**src/rtl/axi2core_pkg.sv**
```systemverilog
// Shared types and constants for the AXI4-slave to memory-port bridge.
// Holds the FSM state encoding, AXI response/burst codes and the word stride.
// No logic lives here; every bridge file imports it.
package axi2core_pkg;

  typedef enum logic [2:0] {
    IDLE,
    RD_REQ,
    RD_WAIT,
    RD_RESP,
    WR_DATA,
    WR_REQ,
    WR_WAIT,
    WR_RESP
  } state_e;

  localparam logic [1:0] OKAY   = 2'b00;
  localparam logic [1:0] EXOKAY = 2'b01;
  localparam logic [1:0] SLVERR = 2'b10;
  localparam logic [1:0] DECERR = 2'b11;

  localparam logic [1:0] FIXED  = 2'b00;
  localparam logic [1:0] INCR   = 2'b01;
  localparam logic [1:0] WRAP   = 2'b10;

  localparam int unsigned WORD_STRIDE = 4;

endpackage

```
**src/rtl/axi2core_addr_gen.sv**
```systemverilog
// Beat address register: loads a word-aligned base and steps it per burst type.
// Latency: loaded/advanced address is visible the cycle after load/advance.
// Backpressure: none; the caller only pulses advance between memory accesses.
module axi2core_addr_gen
  import axi2core_pkg::*;
#(
  parameter int unsigned AW = 32
) (
  input  logic          clk_i,
  input  logic          rst_ni,
  input  logic          load,
  input  logic [AW-1:0] load_addr,
  input  logic [1:0]    load_burst,
  input  logic          advance,
  output logic [AW-1:0] addr
);

  logic [AW-1:0] addr_q;
  logic [1:0]    burst_q;

  // WRAP steps like INCR (it is flagged as an error elsewhere); FIXED and the
  // reserved code both hold the address. INCR wraps naturally modulo 2^AW.
  always_ff @(posedge clk_i or negedge rst_ni) begin
    if (!rst_ni) begin
      addr_q  <= '0;
      burst_q <= FIXED;
    end else if (load) begin
      addr_q  <= {load_addr[AW-1:2], 2'b00};
      burst_q <= load_burst;
    end else if (advance && ((burst_q == INCR) || (burst_q == WRAP))) begin
      addr_q  <= addr_q + AW'(WORD_STRIDE);
    end
  end

  assign addr = addr_q;

endmodule

```
**src/rtl/axi2core.sv**
```systemverilog
// AXI4 slave replayed as word-wide req/gnt/rvalid accesses, one transaction at a time.
// Latency: AR->R 3 cycles, AW->B 4 cycles (W present, immediate gnt, rvalid 1 cycle later).
// Backpressure: mem_req held until gnt; R/B held until ready; AR/AW stalled while busy.
module axi2core
  import axi2core_pkg::*;
#(
  parameter int unsigned AXI4_ADDRESS_WIDTH = 32,
  parameter int unsigned AXI4_DATA_WIDTH    = 32,
  parameter int unsigned AXI4_ID_WIDTH      = 16,
  parameter int unsigned AXI4_USER_WIDTH    = 10
) (
  input  logic                          clk_i,
  input  logic                          rst_ni,
  input  logic [AXI4_ID_WIDTH-1:0]      aw_id_i,
  input  logic [AXI4_ADDRESS_WIDTH-1:0] aw_addr_i,
  input  logic [7:0]                    aw_len_i,
  input  logic [1:0]                    aw_burst_i,
  input  logic                          aw_valid_i,
  output logic                          aw_ready_o,
  input  logic [AXI4_DATA_WIDTH-1:0]    w_data_i,
  input  logic [3:0]                    w_strb_i,
  input  logic                          w_last_i,
  input  logic                          w_valid_i,
  output logic                          w_ready_o,
  output logic [AXI4_ID_WIDTH-1:0]      b_id_o,
  output logic [1:0]                    b_resp_o,
  output logic [AXI4_USER_WIDTH-1:0]    b_user_o,
  output logic                          b_valid_o,
  input  logic                          b_ready_i,
  input  logic [AXI4_ID_WIDTH-1:0]      ar_id_i,
  input  logic [AXI4_ADDRESS_WIDTH-1:0] ar_addr_i,
  input  logic [7:0]                    ar_len_i,
  input  logic [1:0]                    ar_burst_i,
  input  logic                          ar_valid_i,
  output logic                          ar_ready_o,
  output logic [AXI4_ID_WIDTH-1:0]      r_id_o,
  output logic [AXI4_DATA_WIDTH-1:0]    r_data_o,
  output logic [1:0]                    r_resp_o,
  output logic                          r_last_o,
  output logic [AXI4_USER_WIDTH-1:0]    r_user_o,
  output logic                          r_valid_o,
  input  logic                          r_ready_i,
  output logic                          mem_req_o,
  output logic                          mem_we_o,
  output logic [AXI4_ADDRESS_WIDTH-1:0] mem_addr_o,
  output logic [3:0]                    mem_be_o,
  output logic [AXI4_DATA_WIDTH-1:0]    mem_wdata_o,
  input  logic                          mem_gnt_i,
  input  logic                          mem_rvalid_i,
  input  logic [AXI4_DATA_WIDTH-1:0]    mem_rdata_i
);

`ifndef SYNTHESIS
  if (AXI4_DATA_WIDTH != 32) begin : g_bad_data_width
    $error("axi2core: AXI4_DATA_WIDTH must be 32");
  end
`endif

  state_e                          state_q, state_d;
  logic                            last_was_read_q;
  logic                            err_q;
  logic [AXI4_ID_WIDTH-1:0]        id_q;
  logic [7:0]                      len_q, beat_q;
  logic [AXI4_DATA_WIDTH-1:0]      rdata_q, wdata_q;
  logic [3:0]                      be_q;
  logic                            grant_rd, grant_wr, accept, last_beat, addr_adv;
  logic [AXI4_ADDRESS_WIDTH-1:0]   load_addr;
  logic [1:0]                      load_burst;

  // Read wins when alone or when the previous winner was a write.
  assign grant_rd   = (state_q == IDLE) && ar_valid_i && (!aw_valid_i || !last_was_read_q);
  assign grant_wr   = (state_q == IDLE) && aw_valid_i && !grant_rd;
  assign accept     = grant_rd || grant_wr;
  assign last_beat  = (beat_q == len_q);
  assign load_addr  = grant_rd ? ar_addr_i  : aw_addr_i;
  assign load_burst = grant_rd ? ar_burst_i : aw_burst_i;

  axi2core_addr_gen #(
    .AW (AXI4_ADDRESS_WIDTH)
  ) u_addr_gen (
    .clk_i      (clk_i),
    .rst_ni     (rst_ni),
    .load       (accept),
    .load_addr  (load_addr),
    .load_burst (load_burst),
    .advance    (addr_adv),
    .addr       (mem_addr_o)
  );

  // State register.
  always_ff @(posedge clk_i or negedge rst_ni) begin
    if (!rst_ni) state_q <= IDLE;
    else         state_q <= state_d;
  end

  // Next-state and beat-advance decode.
  always_comb begin
    state_d  = state_q;
    addr_adv = 1'b0;
    unique case (state_q)
      IDLE:    if (grant_rd) state_d = RD_REQ;
               else if (grant_wr) state_d = WR_DATA;
      RD_REQ:  if (mem_gnt_i) state_d = RD_WAIT;
      RD_WAIT: if (mem_rvalid_i) state_d = RD_RESP;
      RD_RESP: if (r_ready_i) begin
                 if (last_beat) state_d = IDLE;
                 else begin
                   addr_adv = 1'b1;
                   state_d  = RD_REQ;
                 end
               end
      WR_DATA: if (w_valid_i) state_d = WR_REQ;
      WR_REQ:  if (mem_gnt_i) state_d = WR_WAIT;
      WR_WAIT: if (mem_rvalid_i) begin
                 if (last_beat) state_d = WR_RESP;
                 else begin
                   addr_adv = 1'b1;
                   state_d  = WR_DATA;
                 end
               end
      WR_RESP: if (b_ready_i) state_d = IDLE;
      default: state_d = IDLE;
    endcase
  end

  // Transaction context, beat counter, error flag and captured data.
  always_ff @(posedge clk_i or negedge rst_ni) begin
    if (!rst_ni) begin
      last_was_read_q <= 1'b0;
      err_q           <= 1'b0;
      id_q            <= '0;
      len_q           <= '0;
      beat_q          <= '0;
      rdata_q         <= '0;
      wdata_q         <= '0;
      be_q            <= '0;
    end else begin
      if (accept) begin
        last_was_read_q <= grant_rd;
        id_q            <= grant_rd ? ar_id_i  : aw_id_i;
        len_q           <= grant_rd ? ar_len_i : aw_len_i;
        beat_q          <= '0;
        // WRAP and the reserved encoding are both unsupported.
        err_q           <= load_burst[1];
      end
      if (addr_adv) beat_q <= beat_q + 8'd1;
      if ((state_q == RD_WAIT) && mem_rvalid_i) rdata_q <= mem_rdata_i;
      if ((state_q == WR_DATA) && w_valid_i) begin
        wdata_q <= w_data_i;
        be_q    <= w_strb_i;
        // Beat count follows len; a misplaced w_last only poisons the response.
        if (w_last_i != last_beat) err_q <= 1'b1;
      end
    end
  end

  assign ar_ready_o  = grant_rd;
  assign aw_ready_o  = grant_wr;
  assign w_ready_o   = (state_q == WR_DATA);
  assign mem_req_o   = (state_q == RD_REQ) || (state_q == WR_REQ);
  assign mem_we_o    = (state_q == WR_REQ);
  assign mem_be_o    = (state_q == WR_REQ) ? be_q : 4'hF;
  assign mem_wdata_o = wdata_q;
  assign r_valid_o   = (state_q == RD_RESP);
  assign r_data_o    = rdata_q;
  assign r_id_o      = id_q;
  assign r_last_o    = (state_q == RD_RESP) && last_beat;
  assign r_resp_o    = err_q ? SLVERR : OKAY;
  assign r_user_o    = '0;
  assign b_valid_o   = (state_q == WR_RESP);
  assign b_id_o      = id_q;
  assign b_resp_o    = err_q ? SLVERR : OKAY;
  assign b_user_o    = '0;

endmodule
```
**config.mk**
```make
export PLATFORM = sky130hd
export DESIGN_NAME = axi2core
export DESIGN_NICKNAME = d
export VERILOG_FILES = /design/src/rtl/axi2core_pkg.sv /design/src/rtl/axi2core_addr_gen.sv /design/src/rtl/axi2core.sv
export SDC_FILE = /design/constraint.sdc
export NUM_CORES = 1
export LEC_CHECK = 0
export BUFFER_PORTS_ARGS = -buffer_cell sky130_fd_sc_hd__buf_2
export CAP_MARGIN = 5
export CORE_ASPECT_RATIO = 0.6
export CORE_MARGIN = 2
export CORE_UTILIZATION = 25
export DETAILED_ROUTE_END_ITERATION = 8
export PLACE_DENSITY = 0.51
export SLEW_MARGIN = 5
export SYNTH_ARGS = -nofsm -noshare
export SYNTH_HDL_FRONTEND = slang
export SYNTH_SLANG_ARGS = --single-unit
```
**constraint.sdc**
```tcl
create_clock -name clk_i -period 3.26 [get_ports clk_i]
set_clock_uncertainty 0.2 [all_clocks]
set_input_delay 0.489 -clock clk_i [delete_from_list [all_inputs] [get_ports clk_i]]
set_output_delay 0.489 -clock clk_i [all_outputs]
set_load 0.01 [all_outputs]
```
# == Yosys cells after proc, flatten, opt, wreduce, memory -nomap -nowiden ==
# Cells that the tools add are included.
# totals
regBits,139
output_inout_bits,164
# classes
n_reduce_logical,19
mux,29
eq_ne,19
n_addsub,2
# op_table
operator,count
2-to-1 mux 32 bit,3
adder 32 x 3 -> 32 bit (second input constant),1
2-to-1 mux 3 bit,9
2-to-1 mux 8 bit,3
one-hot mux 3 bit (8 select lines),1
2-to-1 mux 16 bit,1
equality test 3 bit (second input constant),4
adder 8 x 1 -> 8 bit (second input constant),1
equality test 8 bit,1
logical AND 1 bit,8
inequality test 2 bit (second input constant),4
AND reduction 8 bit,1
2-to-1 mux 1 bit,7
equality test 3 x 2 -> 1 bit (second input constant),2
2-to-1 mux 2 bit,3
inequality test 2 x 1 -> 1 bit (second input constant),3
logical OR 1 bit,4
2-to-1 mux 4 bit,1
nonzero test 2 bit,2
equality test 3 x 1 -> 1 bit (second input constant),1
zero test 1 bit,3
zero test 3 bit,1
inequality test 3 bit (second input constant),1
equality test 2 x 1 -> 1 bit (second input constant),1
3 further kinds,3

# == Depth between registers and ports, before layout ==
# depth
depth_word,9
depth_mapped,8
depth_no_buf,6

# == By module ==
# A second synthesis with hierarchy kept.
# unflattened
cells_unflattened,760
area_unflattened_um2,7275.7
# by_module_without_submodules
module,area_each_um2,n_inst,cells_each,seq_area_each_um2
axi2core,5268.8,1,531,2627.5
axi2core_addr_gen,2006.9,1,229,800.8

# == Least setup slack after synthesis ==
# No wires, ideal clock.
# synth_timing
kind,register -> register
from,reg state_q[2]
to,reg be_q[0]
t_arrival_ns,1.824
setup_ns,0.125
path_slack_ns,1.111
t_required_ns,2.935
stages_incl_launch_ff,8
synth_period_minus_slack_ns,2.149
n_path_buf,3
cell_sequence,dfrtp_1 > buf_6 > inv_2 > nor3_1 > and2_1 > buf_2 > buf_2 > mux2_2
# synth_via
elab_chain_len,2
# synth_lines
element,line,rtl
"start, declared",axi2core.sv:59,"state_e state_q, state_d;"
"start signal, assigned",axi2core.sv:93,else state_q <= state_d;
equality test 3 bit,--,
via w_ready_o,axi2core.sv:24,"output logic w_ready_o,"
logical AND 1 bit,axi2core.sv:148,if ((state_q == WR_DATA) && w_valid_i) begin
"end signal, assigned",axi2core.sv:150,be_q <= w_strb_i;
"end, declared",axi2core.sv:65,logic [3:0] be_q;
# The timed path passes the listed nets, and every way through them passes these cells.
# A chain may end at the register's enable or synchronous reset.

# == Final worst setup path ==
# layout_timing
from,reg beat_q[6]
to,out r_last_o
# layout_via
elab_chain_len,2
# layout_lines
element,line,rtl
"start, declared",axi2core.sv:63,"logic [7:0] len_q, beat_q;"
"start signal, assigned",axi2core.sv:146,if (addr_adv) beat_q <= beat_q + 8'd1;
equality test 8 bit,axi2core.sv:74,assign last_beat = (beat_q == len_q);
logical AND 1 bit,axi2core.sv:167,assign r_last_o = (state_q == RD_RESP) && last_beat;
"end, declared",axi2core.sv:39,"output logic r_last_o,"
# Every way passes these cells.

==> out/results.ini <==
[yosys]
avgSynthCellArea_um2=9.911
synth.distinct_cells=55
synth_top_family_by_area=simple AND/OR/NAND/NOR gates
synth_compound_area_frac=0.1062
syn_area_mm2=0.007067
synth_xor_area_frac=0.01735
synth_simple_gate_area_share=0.1871
yosysWarningCount=0
synthMuxAreaShare=0.1215
synth-seq-cells=137
seq_area_frac_synth=0.4851
synthAdderAreaFrac=0.003541
synth-edff-count=0
synth-main-ff-cell=dfrtp_1
synthCells=713
synthArstFlopShare=1.000

[cells_and_area]
final_nets=1215
post-route-cell-area_mm2=0.009545
fillers=2884
n_antenna_cell=0
post_route_cells_drive_above_1_share=0.4486
post-route-util=0.3446
area_growth_pct=35.07

[placement]
portBuffers=329
hpwl_um=17160
placed_area_mm2=0.008962
globalplace.congestion=0.7596

[clocking]
clock_path_buffers=2
cts_root_buf=clkbuf_16
htree_levels=4
clk_latency_ns=0.44
cts.clk_slew.worst_paths_ns=0.06
cts_num_sinks=137
cts_tree=built
numCtsBuffers=17

[timing]
fin_crit_ns=2.926
fmaxAchievable_mhz=341.8
tightestPinTransition_ns=0.6268
final_max_slew_viol_count=0
tns_ns=0
rsz0062_at_grt=no
hold_violations=0
slew_headroom=0.5787
post-route-period-util=0.8974
setup_viol=0

[global_routing]
grt_start_max_net_pins=68
grt_pass1_wl_um=34740
grt_use_total=0.1523
grt_pass1_vias=6084
grt_antenna_before_repair=2
grt_remaining_overflow=0

[worst_hold_path]
holdPathStages=2
holdCritPathClass=primary input to flop
hp-start=w_data_i[17]

[critical_path]
crit_path_max_incr_delay_ns=0.50
cp-start-kind=flop
cp_max_fo=6
path_cells=xnor2_1, nand4_1, or2_2, nor3_1, buf_2
r2r_cells=6
critPathTopFamily=simple AND/OR/NAND/NOR gates
worstPathRequired_ns=2.57
setup.worst_path.start=beat_q[6]$_DFFE_PN0P_
critPathSlowestCell=or2_2
r2r-start=state_q[2]$_DFFE_PN0P_
rr_endpoint=u_addr_gen.addr[31]$_DFFE_PN0P_
endpoint=r_last_o
crit_cells=5
reg2reg_slack_ns=0.82
crit_type=flop to output port
cp.arrival_ns=2.24
crit_buf_inv=1
endpoint_kind=output port

[routing]
vias_per_cell=4.482
wl_per_cell_um=16.01
totalWireLength_um=22400
firstDrtPassIters=4
route.detailed.drc=0
dr_total_vias=6270
final_antenna_net_count=0
drt_iter0_markers=341

[die]
rows=47
die_area_mm2=0.02967
die_h_um=134.2
initial_utilization=0.2551
dieWidth_um=221.1
num_io_pins=358
core_mm2=0.02770

[power]
peakVddDrop_v=0.0004146
p_per_area_mw_per_mm2=912.0
p_leak_nw=4.542

[outcome]
status=finished, final reports clean

[run]
maxCapViolations=0

==> synthesized netlist by cell type (all sizes together) (13+ instances only) <==
library cell,number,area (µm²)
clkbuf,22,82.58
a31oi,47,294.0
nand3,21,105.1
nor3,14,70.07
mux2,70,788.3
dfrtp,137,3428
buf,63,431.7
o21ai,13,68.82
and3,25,156.4
or4,17,127.6
nor2,39,146.4
nand2,125,471.7
o31ai,15,112.6
==> what timing repair did <==
item,in CTS,in global routing
setup buffers,0,0
resized for setup,0,0
hold buffers,1,0
hold endpoints to repair,34,0
==> metrics by stage <==
step	hold WS, ns	worst slack (ns)	power, W	instances
final	0.07869	0.3345	0.008705	1399
after global routing	0.05278	0.1337	0.009387	1399
after CTS	0.04316	0.2230	0.008872	1399
after detailed placement	0.2180	0.7296	0.006906	1366
after global placement	0.2186	0.7075	0.006840	1366
after floorplan	-0.006591	1.111	0.005452	736
==> kinds of logic after synthesis <==
kind of cell	count (synthesis)
fa+ha+maj	2
compound gates	110
simple gates	276
other cells	1
mux	77
flops	137
xor+xnor	14
buf+inv	96
==> final cells by class <==
| type | instances | area (µm²) | share of cell area |
|---|---|---|---|
| Clock buffer | 19 | 452.9 | 0.04745 |
| Sequential cell | 137 | 3428 | 0.3592 |
| Inverter | 11 | 41.29 | 0.004326 |
| Tap cell | 367 | 459.2 | 0.04811 |
| Multi-Input combinational cell | 503 | 3188 | 0.3340 |
| Timing Repair Buffer | 349 | 1856 | 0.1944 |
| Clock inverter | 13 | 120.1 | 0.01258 |
==> worst reg2reg max path, delay by kind of cell, from the launching register on <==
| family | cells | cell delay, ns |
|---|---|---|
| AOI/OAI and AO/OA | 3 | 0.46 |
| buffers and inverters | 1 | 0.25 |
| DFF | 1 | 0.52 |
| and+or+nand+nor | 2 | 0.93 |
==> routing by layer <==
metal  share of wire  routed length [µm]  up-vias  global-route usage
met5         0.00071                  16        -                   0
met4           0.012                 259        2             0.04698
met3           0.068                1522       17             0.05279
met2            0.45               10010      156              0.2280
met1            0.47               10600     3017              0.2063
li1                -                   -     3078                   -
==> registers in the layout (all words and copies together) (netlist names) <==
signal              flops
len_q                   8
b_id_o                 16
mem_wdata_o            32
err_q                   1
r_data_o               32
state_q                 3
be_q                    4
u_addr_gen.burst_q      2
last_was_read_q         1
u_addr_gen.addr        30
beat_q                  8
==> power by group <==
part | internal (W) | switching (W)
clock network | 0.00109 | 0.000814
logic | 0.00171 | 0.00195
registers | 0.00252 | 0.000621
total | 0.00532 | 0.00338
==> how the worst min path moves through the flow <==
stage	to	slack, ns
6_report	mem_wdata_o[17]$_DFFE_PN0P_	0.08
3_5_place_dp	b_id_o[2]$_DFFE_PN0N_	0.22
3_3_place_gp	b_id_o[2]$_DFFE_PN0N_	0.22
5_1_grt	mem_wdata_o[5]$_DFFE_PN0P_	0.05
4_1_cts	r_data_o[27]$_DFFE_PN0P_	0.04
2_1_floorplan	b_id_o[0]$_DFFE_PN0N_	-0.007
==> cell usage in the layout, fill, tap and decap left out, types with 7 or more instances in the layout <==
cell	instances
a31oi_1	47
and3_1	25
buf_2	328
buf_4	15
clkbuf_16	17
conb_1	24
dfrtp_1	137
inv_1	9
mux2_1	8
mux2_2	62
mux2i_1	7
nand2_1	124
nand3_1	20
nand4_1	8
nor2_1	39
nor3_1	14
o21ai_0	8
o31ai_1	15
or2_2	7
or4_1	17
xnor2_1	11
(Power assumes the default switching activity.)
